$ cat src/rtl/peregrine_inbound_pif_bridge_if.sv
// Inbound PIF bus bundle: a request channel (master -> slave) and a response
// channel (slave -> master), parameterised on data and ID width.
interface peregrine_inbound_pif_bridge_if #(
  parameter int DATA_W = 32,
  parameter int ID_W   = 6
);
  localparam int BE_W = DATA_W / 8;

  logic              PIReqValid;
  logic              POReqRdy;
  logic [7:0]        PIReqCntl;
  logic [31:0]       PIReqAdrs;
  logic [DATA_W-1:0] PIReqData;
  logic [BE_W-1:0]   PIReqDataBE;
  logic [ID_W-1:0]   PIReqId;
  logic [1:0]        PIReqPriority;

  logic              PORespValid;
  logic              PIRespRdy;
  logic [7:0]        PORespCntl;
  logic [DATA_W-1:0] PORespData;
  logic [ID_W-1:0]   PORespId;
  logic [1:0]        PORespPriority;

  modport master (
    output PIReqValid, PIReqCntl, PIReqAdrs, PIReqData, PIReqDataBE, PIReqId, PIReqPriority,
    input  POReqRdy,
    input  PORespValid, PORespCntl, PORespData, PORespId, PORespPriority,
    output PIRespRdy
  );

  modport slave (
    input  PIReqValid, PIReqCntl, PIReqAdrs, PIReqData, PIReqDataBE, PIReqId, PIReqPriority,
    output POReqRdy,
    output PORespValid, PORespCntl, PORespData, PORespId, PORespPriority,
    input  PIRespRdy
  );
endinterface

$ cat src/rtl/peregrine_inbound_pif_bridge.sv
// Registered inbound PIF bridge: request and response FIFOs between the external
// master and the core slave port, with an outstanding-transaction limiter.

module peregrine_pif_fifo #(
  parameter int W     = 8,
  parameter int DEPTH = 4
) (
  input  logic         clk_i,
  input  logic         rst_i,
  input  logic         push_i,
  input  logic         pop_i,
  input  logic [W-1:0] wdata_i,
  output logic [W-1:0] rdata_o,
  output logic         full_o,
  output logic         empty_o
);
  localparam int AW = $clog2(DEPTH);
  localparam logic [AW:0] PTR_ONE = {{AW{1'b0}}, 1'b1};

  logic [AW:0]  wr_ptr_q, rd_ptr_q;
  logic [W-1:0] mem_q [DEPTH];

  // Extra pointer MSB distinguishes full from empty when the indices match.
  assign empty_o = (wr_ptr_q == rd_ptr_q);
  assign full_o  = (wr_ptr_q[AW] != rd_ptr_q[AW]) &&
                   (wr_ptr_q[AW-1:0] == rd_ptr_q[AW-1:0]);
  assign rdata_o = empty_o ? '0 : mem_q[rd_ptr_q[AW-1:0]];

  always_ff @(posedge clk_i or posedge rst_i) begin
    if (rst_i) begin
      wr_ptr_q <= '0;
      rd_ptr_q <= '0;
    end else begin
      if (push_i) wr_ptr_q <= wr_ptr_q + PTR_ONE;
      if (pop_i)  rd_ptr_q <= rd_ptr_q + PTR_ONE;
    end
  end

  always_ff @(posedge clk_i) begin
    if (push_i) mem_q[wr_ptr_q[AW-1:0]] <= wdata_i;
  end
endmodule

module peregrine_inbound_pif_bridge #(
  parameter int DATA_W          = 32,
  parameter int ID_W            = 6,
  parameter int REQ_DEPTH       = 4,
  parameter int RSP_DEPTH       = 4,
  parameter int MAX_OUTSTANDING = 8
) (
  input  logic                          CLK,
  input  logic                          Reset,
  peregrine_inbound_pif_bridge_if.slave  pif_m,
  peregrine_inbound_pif_bridge_if.master pif_s,
  output logic                          Idle,
  output logic                          ErrUnderflow
);
  localparam int BE_W  = DATA_W / 8;
  localparam int REQ_W = 8 + 32 + DATA_W + BE_W + ID_W + 2;
  localparam int RSP_W = 8 + DATA_W + ID_W + 2;
  localparam logic [7:0] CNT_MAX = 8'(MAX_OUTSTANDING);

  logic             req_push, req_pop, req_full, req_empty;
  logic             rsp_push, rsp_pop, rsp_full, rsp_empty;
  logic [REQ_W-1:0] req_wdata, req_rdata;
  logic [RSP_W-1:0] rsp_wdata, rsp_rdata;
  logic [7:0]       cnt_q, cnt_d;
  logic             err_q, err_d;
  logic             cnt_inc, cnt_dec;

  // Request path: ready depends on registered state only, never on PIReqValid.
  assign pif_m.POReqRdy = !Reset && !req_full && (cnt_q < CNT_MAX);
  assign req_push       = pif_m.PIReqValid && pif_m.POReqRdy;
  assign req_pop        = pif_s.PIReqValid && pif_s.POReqRdy;
  assign req_wdata      = {pif_m.PIReqCntl, pif_m.PIReqAdrs, pif_m.PIReqData,
                           pif_m.PIReqDataBE, pif_m.PIReqId, pif_m.PIReqPriority};

  peregrine_pif_fifo #(.W(REQ_W), .DEPTH(REQ_DEPTH)) u_req_fifo (
    .clk_i   (CLK),
    .rst_i   (Reset),
    .push_i  (req_push),
    .pop_i   (req_pop),
    .wdata_i (req_wdata),
    .rdata_o (req_rdata),
    .full_o  (req_full),
    .empty_o (req_empty)
  );

  assign pif_s.PIReqValid = !req_empty;
  assign {pif_s.PIReqCntl, pif_s.PIReqAdrs, pif_s.PIReqData,
          pif_s.PIReqDataBE, pif_s.PIReqId, pif_s.PIReqPriority} = req_rdata;

  assign pif_s.PIRespRdy = !rsp_full;
  assign rsp_push        = pif_s.PORespValid && pif_s.PIRespRdy;
  assign rsp_pop         = pif_m.PORespValid && pif_m.PIRespRdy;
  assign rsp_wdata       = {pif_s.PORespCntl, pif_s.PORespData,
                            pif_s.PORespId, pif_s.PORespPriority};

  peregrine_pif_fifo #(.W(RSP_W), .DEPTH(RSP_DEPTH)) u_rsp_fifo (
    .clk_i   (CLK),
    .rst_i   (Reset),
    .push_i  (rsp_push),
    .pop_i   (rsp_pop),
    .wdata_i (rsp_wdata),
    .rdata_o (rsp_rdata),
    .full_o  (rsp_full),
    .empty_o (rsp_empty)
  );

  assign pif_m.PORespValid = !rsp_empty;
  assign {pif_m.PORespCntl, pif_m.PORespData,
          pif_m.PORespId, pif_m.PORespPriority} = rsp_rdata;

  // A transaction opens on its last request beat and closes on its last response beat.
  assign cnt_inc = req_push && pif_m.PIReqCntl[0];
  assign cnt_dec = rsp_pop && pif_m.PORespCntl[0];

  always_comb begin
    cnt_d = cnt_q;
    err_d = err_q;
    if (cnt_inc && !cnt_dec) begin
      cnt_d = cnt_q + 8'd1;
    end else if (cnt_dec && !cnt_inc) begin
      if (cnt_q == 8'd0) err_d = 1'b1;
      else               cnt_d = cnt_q - 8'd1;
    end
  end

  always_ff @(posedge CLK or posedge Reset) begin
    if (Reset) begin
      cnt_q <= 8'd0;
      err_q <= 1'b0;
    end else begin
      cnt_q <= cnt_d;
      err_q <= err_d;
    end
  end

  assign Idle         = (cnt_q == 8'd0) && req_empty && rsp_empty;
  assign ErrUnderflow = err_q;
endmodule

$ cat src/flat_wrapper.sv
// flat-port wrapper written by rule: the top's interface ports become plain ports
module peregrine_inbound_pif_bridge_flat 
#(
  parameter int DATA_W          = 32,
  parameter int ID_W            = 6,
  parameter int REQ_DEPTH       = 4,
  parameter int RSP_DEPTH       = 4,
  parameter int MAX_OUTSTANDING = 8
)
  (CLK, Reset, Idle, ErrUnderflow, pif_m_PIReqValid, pif_m_PIReqCntl, pif_m_PIReqAdrs, pif_m_PIReqData, pif_m_PIReqDataBE, pif_m_PIReqId, pif_m_PIReqPriority, pif_m_POReqRdy, pif_m_PORespValid, pif_m_PORespCntl, pif_m_PORespData, pif_m_PORespId, pif_m_PORespPriority, pif_m_PIRespRdy, pif_s_PIReqValid, pif_s_PIReqCntl, pif_s_PIReqAdrs, pif_s_PIReqData, pif_s_PIReqDataBE, pif_s_PIReqId, pif_s_PIReqPriority, pif_s_POReqRdy, pif_s_PORespValid, pif_s_PORespCntl, pif_s_PORespData, pif_s_PORespId, pif_s_PORespPriority, pif_s_PIRespRdy);
  peregrine_inbound_pif_bridge_if #(.DATA_W(DATA_W), .ID_W(ID_W)) pif_m_i ();
  peregrine_inbound_pif_bridge_if #(.DATA_W(DATA_W), .ID_W(ID_W)) pif_s_i ();
  input  logic CLK;
  input  logic Reset;
  output logic Idle;
  output logic ErrUnderflow;
  input wire logic [$bits(pif_m_i.PIReqValid)-1:0] pif_m_PIReqValid;
  input wire logic [$bits(pif_m_i.PIReqCntl)-1:0] pif_m_PIReqCntl;
  input wire logic [$bits(pif_m_i.PIReqAdrs)-1:0] pif_m_PIReqAdrs;
  input wire logic [$bits(pif_m_i.PIReqData)-1:0] pif_m_PIReqData;
  input wire logic [$bits(pif_m_i.PIReqDataBE)-1:0] pif_m_PIReqDataBE;
  input wire logic [$bits(pif_m_i.PIReqId)-1:0] pif_m_PIReqId;
  input wire logic [$bits(pif_m_i.PIReqPriority)-1:0] pif_m_PIReqPriority;
  output wire logic [$bits(pif_m_i.POReqRdy)-1:0] pif_m_POReqRdy;
  output wire logic [$bits(pif_m_i.PORespValid)-1:0] pif_m_PORespValid;
  output wire logic [$bits(pif_m_i.PORespCntl)-1:0] pif_m_PORespCntl;
  output wire logic [$bits(pif_m_i.PORespData)-1:0] pif_m_PORespData;
  output wire logic [$bits(pif_m_i.PORespId)-1:0] pif_m_PORespId;
  output wire logic [$bits(pif_m_i.PORespPriority)-1:0] pif_m_PORespPriority;
  input wire logic [$bits(pif_m_i.PIRespRdy)-1:0] pif_m_PIRespRdy;
  output wire logic [$bits(pif_s_i.PIReqValid)-1:0] pif_s_PIReqValid;
  output wire logic [$bits(pif_s_i.PIReqCntl)-1:0] pif_s_PIReqCntl;
  output wire logic [$bits(pif_s_i.PIReqAdrs)-1:0] pif_s_PIReqAdrs;
  output wire logic [$bits(pif_s_i.PIReqData)-1:0] pif_s_PIReqData;
  output wire logic [$bits(pif_s_i.PIReqDataBE)-1:0] pif_s_PIReqDataBE;
  output wire logic [$bits(pif_s_i.PIReqId)-1:0] pif_s_PIReqId;
  output wire logic [$bits(pif_s_i.PIReqPriority)-1:0] pif_s_PIReqPriority;
  input wire logic [$bits(pif_s_i.POReqRdy)-1:0] pif_s_POReqRdy;
  input wire logic [$bits(pif_s_i.PORespValid)-1:0] pif_s_PORespValid;
  input wire logic [$bits(pif_s_i.PORespCntl)-1:0] pif_s_PORespCntl;
  input wire logic [$bits(pif_s_i.PORespData)-1:0] pif_s_PORespData;
  input wire logic [$bits(pif_s_i.PORespId)-1:0] pif_s_PORespId;
  input wire logic [$bits(pif_s_i.PORespPriority)-1:0] pif_s_PORespPriority;
  output wire logic [$bits(pif_s_i.PIRespRdy)-1:0] pif_s_PIRespRdy;
  assign pif_m_i.PIReqValid = pif_m_PIReqValid;
  assign pif_m_i.PIReqCntl = pif_m_PIReqCntl;
  assign pif_m_i.PIReqAdrs = pif_m_PIReqAdrs;
  assign pif_m_i.PIReqData = pif_m_PIReqData;
  assign pif_m_i.PIReqDataBE = pif_m_PIReqDataBE;
  assign pif_m_i.PIReqId = pif_m_PIReqId;
  assign pif_m_i.PIReqPriority = pif_m_PIReqPriority;
  assign pif_m_POReqRdy = pif_m_i.POReqRdy;
  assign pif_m_PORespValid = pif_m_i.PORespValid;
  assign pif_m_PORespCntl = pif_m_i.PORespCntl;
  assign pif_m_PORespData = pif_m_i.PORespData;
  assign pif_m_PORespId = pif_m_i.PORespId;
  assign pif_m_PORespPriority = pif_m_i.PORespPriority;
  assign pif_m_i.PIRespRdy = pif_m_PIRespRdy;
  assign pif_s_PIReqValid = pif_s_i.PIReqValid;
  assign pif_s_PIReqCntl = pif_s_i.PIReqCntl;
  assign pif_s_PIReqAdrs = pif_s_i.PIReqAdrs;
  assign pif_s_PIReqData = pif_s_i.PIReqData;
  assign pif_s_PIReqDataBE = pif_s_i.PIReqDataBE;
  assign pif_s_PIReqId = pif_s_i.PIReqId;
  assign pif_s_PIReqPriority = pif_s_i.PIReqPriority;
  assign pif_s_i.POReqRdy = pif_s_POReqRdy;
  assign pif_s_i.PORespValid = pif_s_PORespValid;
  assign pif_s_i.PORespCntl = pif_s_PORespCntl;
  assign pif_s_i.PORespData = pif_s_PORespData;
  assign pif_s_i.PORespId = pif_s_PORespId;
  assign pif_s_i.PORespPriority = pif_s_PORespPriority;
  assign pif_s_PIRespRdy = pif_s_i.PIRespRdy;
  peregrine_inbound_pif_bridge #(.DATA_W(DATA_W), .ID_W(ID_W), .REQ_DEPTH(REQ_DEPTH), .RSP_DEPTH(RSP_DEPTH), .MAX_OUTSTANDING(MAX_OUTSTANDING)) u_core (.CLK(CLK), .Reset(Reset), .pif_m(pif_m_i), .pif_s(pif_s_i), .Idle(Idle), .ErrUnderflow(ErrUnderflow));
endmodule
$ cat config.mk
export PLATFORM = sky130hd
export DESIGN_NAME = peregrine_inbound_pif_bridge_flat
export DESIGN_NICKNAME = d
export VERILOG_FILES = /design/src/rtl/peregrine_inbound_pif_bridge_if.sv /design/src/rtl/peregrine_inbound_pif_bridge.sv /design/src/flat_wrapper.sv
export SDC_FILE = /design/constraint.sdc
export NUM_CORES = 1
export LEC_CHECK = 0
export ABC_AREA = 1
export ABC_CLOCK_PERIOD_IN_PS = 5500
export CORE_MARGIN = 1.5
export CORE_UTILIZATION = 45
export DETAILED_ROUTE_END_ITERATION = 8
export HOLD_SLACK_MARGIN = 0.1
export PLACE_DENSITY = 0.69
export SLEW_MARGIN = 10
export SYNTH_ARGS = -nofsm -noshare
export SYNTH_HDL_FRONTEND = slang
export SYNTH_SLANG_ARGS = --single-unit
export TNS_END_PERCENT = 30
$ cat constraint.sdc
create_clock -name CLK -period 5.5 [get_ports CLK]
set_input_delay 0.55 -clock CLK [delete_from_list [all_inputs] [get_ports CLK]]
set_output_delay 0.55 -clock CLK [all_outputs]
set_load 0.03 [all_outputs]
==> metrics.txt <==
# TYPE chip_impl_metric gauge
chip_impl_metric{name="fill_cells",unit=""} 4036
chip_impl_metric{name="synth.avg_cell_area",unit="µm²"} 11.9
chip_impl_metric{name="slew_headroom",unit="%"} 23.1
chip_impl_metric{name="final_min_period_over_clock_period",unit="%"} 80.3
chip_impl_metric{name="detailedRoute.firstPassIterationCount",unit=""} 5
chip_impl_metric{name="ys_seq_elements",unit=""} 549
chip_impl_metric{name="io-pin-count",unit=""} 276
chip_impl_info{name="criticalPathCategory",value="register to output pin"} 1
chip_impl_metric{name="final_cell_area",unit="mm²"} 0.0275
chip_impl_info{name="path_cells",value="buf_4, o21ai_0, o21ai_1, nand2_1, inv_1, clkdlybuf4s50_1"} 1
chip_impl_info{name="clockRootBuffer",value="clkbuf_16"} 1
chip_impl_metric{name="worst_skew_pair.late_latency",unit="ns"} 0.62
chip_impl_metric{name="final.min_clock_period",unit="ns"} 4.42
chip_impl_info{name="yosys.area.top_type",value="edfxtp_1"} 1
chip_impl_metric{name="clk_transition_reported_paths",unit="ns"} 0.07
chip_impl_metric{name="yosys.cell_types.count",unit=""} 29
chip_impl_metric{name="grt-ovfl-total",unit=""} 0
chip_impl_metric{name="vias_per_cell",unit=""} 5.08
chip_impl_metric{name="mappedNetlistArea",unit="mm²"} 0.0224
chip_impl_metric{name="finish.cell_count_without_fillers",unit=""} 2844
chip_impl_info{name="worstHoldPathType",value="primary input to async pin"} 1
chip_impl_metric{name="worst_slew_pin_slew",unit="ns"} 1.15
chip_impl_metric{name="first_global_vias",unit=""} 14137
chip_impl_metric{name="core.rowCount",unit=""} 81
chip_impl_metric{name="worst_ep_arrival_time",unit="ns"} 3.87
chip_impl_metric{name="clock_tree.buffer_depth",unit=""} 3
chip_impl_metric{name="worstPathRequired",unit="ns"} 4.95
chip_impl_metric{name="yosysSeqAreaShare",unit="%"} 73.3
chip_impl_metric{name="worstRegToRegCells",unit=""} 11
chip_impl_metric{name="initialDrtViolationCount",unit=""} 1223
chip_impl_metric{name="layout.area.seq",unit="mm²"} 0.0164
chip_impl_metric{name="report.final.slew_viol_count",unit=""} 0
chip_impl_metric{name="first_pass_grt_wire_length",unit="µm"} 76200
chip_impl_metric{name="largest_net_degree_at_the_start_of_global_routing",unit=""} 113
chip_impl_info{name="critical_path.startpoint",value="u_core.u_req_fifo.rd_ptr_q[0]"} 1
chip_impl_metric{name="synth_fp_nets",unit=""} 2043
chip_impl_metric{name="cts_setup_buffers",unit=""} 0
chip_impl_metric{name="top_achievable_clock_speed",unit="MHz"} 226
chip_impl_metric{name="yosysWarningCount",unit=""} 0
chip_impl_metric{name="hold_violations",unit=""} 0
chip_impl_metric{name="timing.final.setup_violations",unit=""} 0
chip_impl_metric{name="vdd_ir_drop_max",unit="mV"} 0.456
chip_impl_metric{name="finish.net_count",unit=""} 2292
chip_impl_metric{name="die_ar",unit="mm²"} 0.0510
chip_impl_metric{name="initial_core_util",unit="%"} 45.7
chip_impl_metric{name="regToRegSetupSlack",unit="ns"} 1.81
chip_impl_metric{name="cts_repair_resize_count",unit=""} 0
chip_impl_info{name="final_common_cell",value="edfxtp_1"} 1
chip_impl_info{name="slowest_stage",value="buf_4"} 1
chip_impl_metric{name="area_of_the_placeable_core",unit="mm²"} 0.0490
chip_impl_metric{name="place_inst",unit=""} 2741
chip_impl_metric{name="holdBufCountCts",unit=""} 0
chip_impl_info{name="reg2reg_from",value="u_core.u_rsp_fifo.rd_ptr_q[0]"} 1
chip_impl_metric{name="place_worst_setup_slack",unit="ns"} 1.70
chip_impl_metric{name="slowest_delay",unit="ns"} 0.96
chip_impl_metric{name="track_usage",unit="%"} 19.2
chip_impl_metric{name="antenna_found_initial",unit=""} 12
chip_impl_metric{name="cts_num_sinks",unit=""} 549
chip_impl_metric{name="area_delta_synth_final",unit="%"} 23.1
chip_impl_metric{name="ant_nets",unit=""} 0
chip_impl_metric{name="path_max_fanout",unit=""} 112
chip_impl_info{name="worst_setup_path_endpoint",value="pif_s_PIReqData[14]"} 1
chip_impl_metric{name="synthCells",unit=""} 1886
chip_impl_info{name="status",value="completed"} 1
chip_impl_metric{name="finalSetupTns",unit="ns"} 0
chip_impl_info{name="critical_path.endpoint_type",value="output pin"} 1
chip_impl_info{name="crit_path_start_kind",value="register"} 1
chip_impl_metric{name="detail_route.wirelength",unit="µm"} 49500
chip_impl_metric{name="io_buffers",unit=""} 275
chip_impl_info{name="post_synth_main_area_contributors",value="edfxtp_1, o21ai_0, nor2_1"} 1
chip_impl_metric{name="fraction_of_final_layout_cells_sized_beyond_drive_strength_1",unit="%"} 5.34
chip_impl_metric{name="htree_levels",unit=""} 2
chip_impl_metric{name="place_congestion",unit=""} 0.783
chip_impl_metric{name="wire_per_inst",unit="µm"} 17.4
chip_impl_metric{name="static-leakage-power",unit="nW"} 10.2
chip_impl_metric{name="power-per-cell-area",unit="mW/mm²"} 635
chip_impl_metric{name="worst_slack",unit="ns"} 1.08
chip_impl_metric{name="die_w",unit="µm"} 226
chip_impl_metric{name="dr_total_vias",unit=""} 14461
chip_impl_info{name="unrepaired_setup_endpoints_after_global_routing",value="no"} 1
chip_impl_info{name="timing.rr.end",value="u_core.cnt_q[4]"} 1
chip_impl_metric{name="top_area_cell_type_share_of_the_netlist_area",unit="%"} 70.9
chip_impl_metric{name="timing.clock.skew",unit="ns"} 0.0192
chip_impl_metric{name="postPlaceCellArea",unit="mm²"} 0.0257
chip_impl_info{name="tritoncts_clock_tree",value="built"} 1
chip_impl_info{name="final_cell_mix",value="edfxtp_1, nor2_1, o21ai_0, clkdlybuf4s50_1, nand2_1"} 1
chip_impl_metric{name="route.detailed.drc",unit=""} 0
chip_impl_metric{name="max_cap_viol_count",unit=""} 0
chip_impl_metric{name="post-dp-hpwl",unit="µm"} 28600
chip_impl_metric{name="numCtsBuffers",unit=""} 56
chip_impl_metric{name="die_height",unit="µm"} 226
chip_impl_metric{name="multi_input_comb_area",unit="mm²"} 0.00493
layout make-up:
cell class | instances | share of cell area [%]
Sequential cell | 549 | 59.6
Clock buffer | 66 | 5.23
Inverter | 162 | 2.22
Multi-Input combinational cell | 1071 | 17.9
Tap cell | 664 | 3.02
Clock inverter | 31 | 1.20
Timing Repair Buffer | 295 | 10.8
Antenna cell | 6 | 0.0546
state kept, by name (all words and copies together) (netlist names):
signal	count
u_core.u_rsp_fifo.wr_ptr_q	3
u_core.u_req_fifo.mem_q	336
u_core.u_rsp_fifo.mem_q	192
u_core.u_req_fifo.wr_ptr_q	3
u_core.cnt_q	8
u_core.ErrUnderflow	1
u_core.u_req_fifo.rd_ptr_q	3
u_core.u_rsp_fifo.rd_ptr_q	3
per-layer routing:
| layer | GRT usage [%] | up-vias | wire length (µm) |
|---|---|---|---|
| li1 | - | 6951 | - |
| met1 | 25.2 | 7010 | 21300 |
| met2 | 31.2 | 389 | 23200 |
| met3 | 5.41 | 91 | 3800 |
| met4 | 5.78 | 20 | 1020 |
| met5 | 0 | - | 117 |
cell usage after synthesis:
cell,n
inv_2,1
buf_6,4
xnor2_2,1
o21ai_1,53
buf_2,50
nor2_1,410
nor3b_2,1
inv_1,160
xnor2_1,6
xor2_1,10
buf_1,3
o21ai_0,346
buf_4,7
clkinv_1,1
a32oi_1,1
a31o_2,1
nand3b_1,5
fa_1,1
ha_1,18
or2_2,2
nand2_1,193
nand4_1,2
a21oi_1,4
nand3_1,15
edfxtp_1,528
nand2_2,1
clkbuf_1,40
nor3_1,1
dfrtp_1,21
worst max-delay path: cells and delay by family (launching register included):
family	cells	cell delay, ns
AOI/OAI and AO/OA	2	0.54
and+or+nand+nor	1	0.09
buffers and inverters	3	1.73
DFF	1	0.85
power breakdown:
group	internal [W]	switching, W
sequential	0.00509	0.000352
combinational	0.00294	0.00542
clock	0.00211	0.00157
total	0.0101	0.00734
stage by stage:
step / util [%] / total power, W / hold WS [ns]
final: 56.2 / 0.0175 / 0.452
after global routing: 56.2 / 0.0185 / 0.499
after CTS: 56.2 / 0.0176 / 0.464
after detailed placement: 52.6 / 0.0139 / 0.471
after global placement: 52.6 / 0.0138 / 0.460
after floorplan: - / 0.0107 / 0.478
worst min path at each step:
stage	start	endpoint	slack (ns)	cells past startpoint
global placement	u_core.ErrUnderflow	u_core.ErrUnderflow	0.46	1
detailed placement	u_core.ErrUnderflow	u_core.ErrUnderflow	0.47	1
CTS	Reset	u_core.u_rsp_fifo.wr_ptr_q[2]	0.46	2
finish	Reset	u_core.u_req_fifo.wr_ptr_q[0]	0.45	2
global route	u_core.ErrUnderflow	u_core.ErrUnderflow	0.50	1
floorplan	u_core.cnt_q[6]	u_core.cnt_q[6]	0.48	2
logic make-up (layout without fill, tap and decap cells):
logic type      after synthesis  count (layout)  synth area share (%)
xor+xnor                     17              17                 0.699
fa+ha+maj                    19              19                  1.10
flops                       549             549                  73.3
buf+inv                     266             554                  5.00
other cells                   0               6                     0
compound gates              405             405                  9.10
simple gates                630             630                  10.8
No activity file was read; power rests on OpenSTA's default activity.
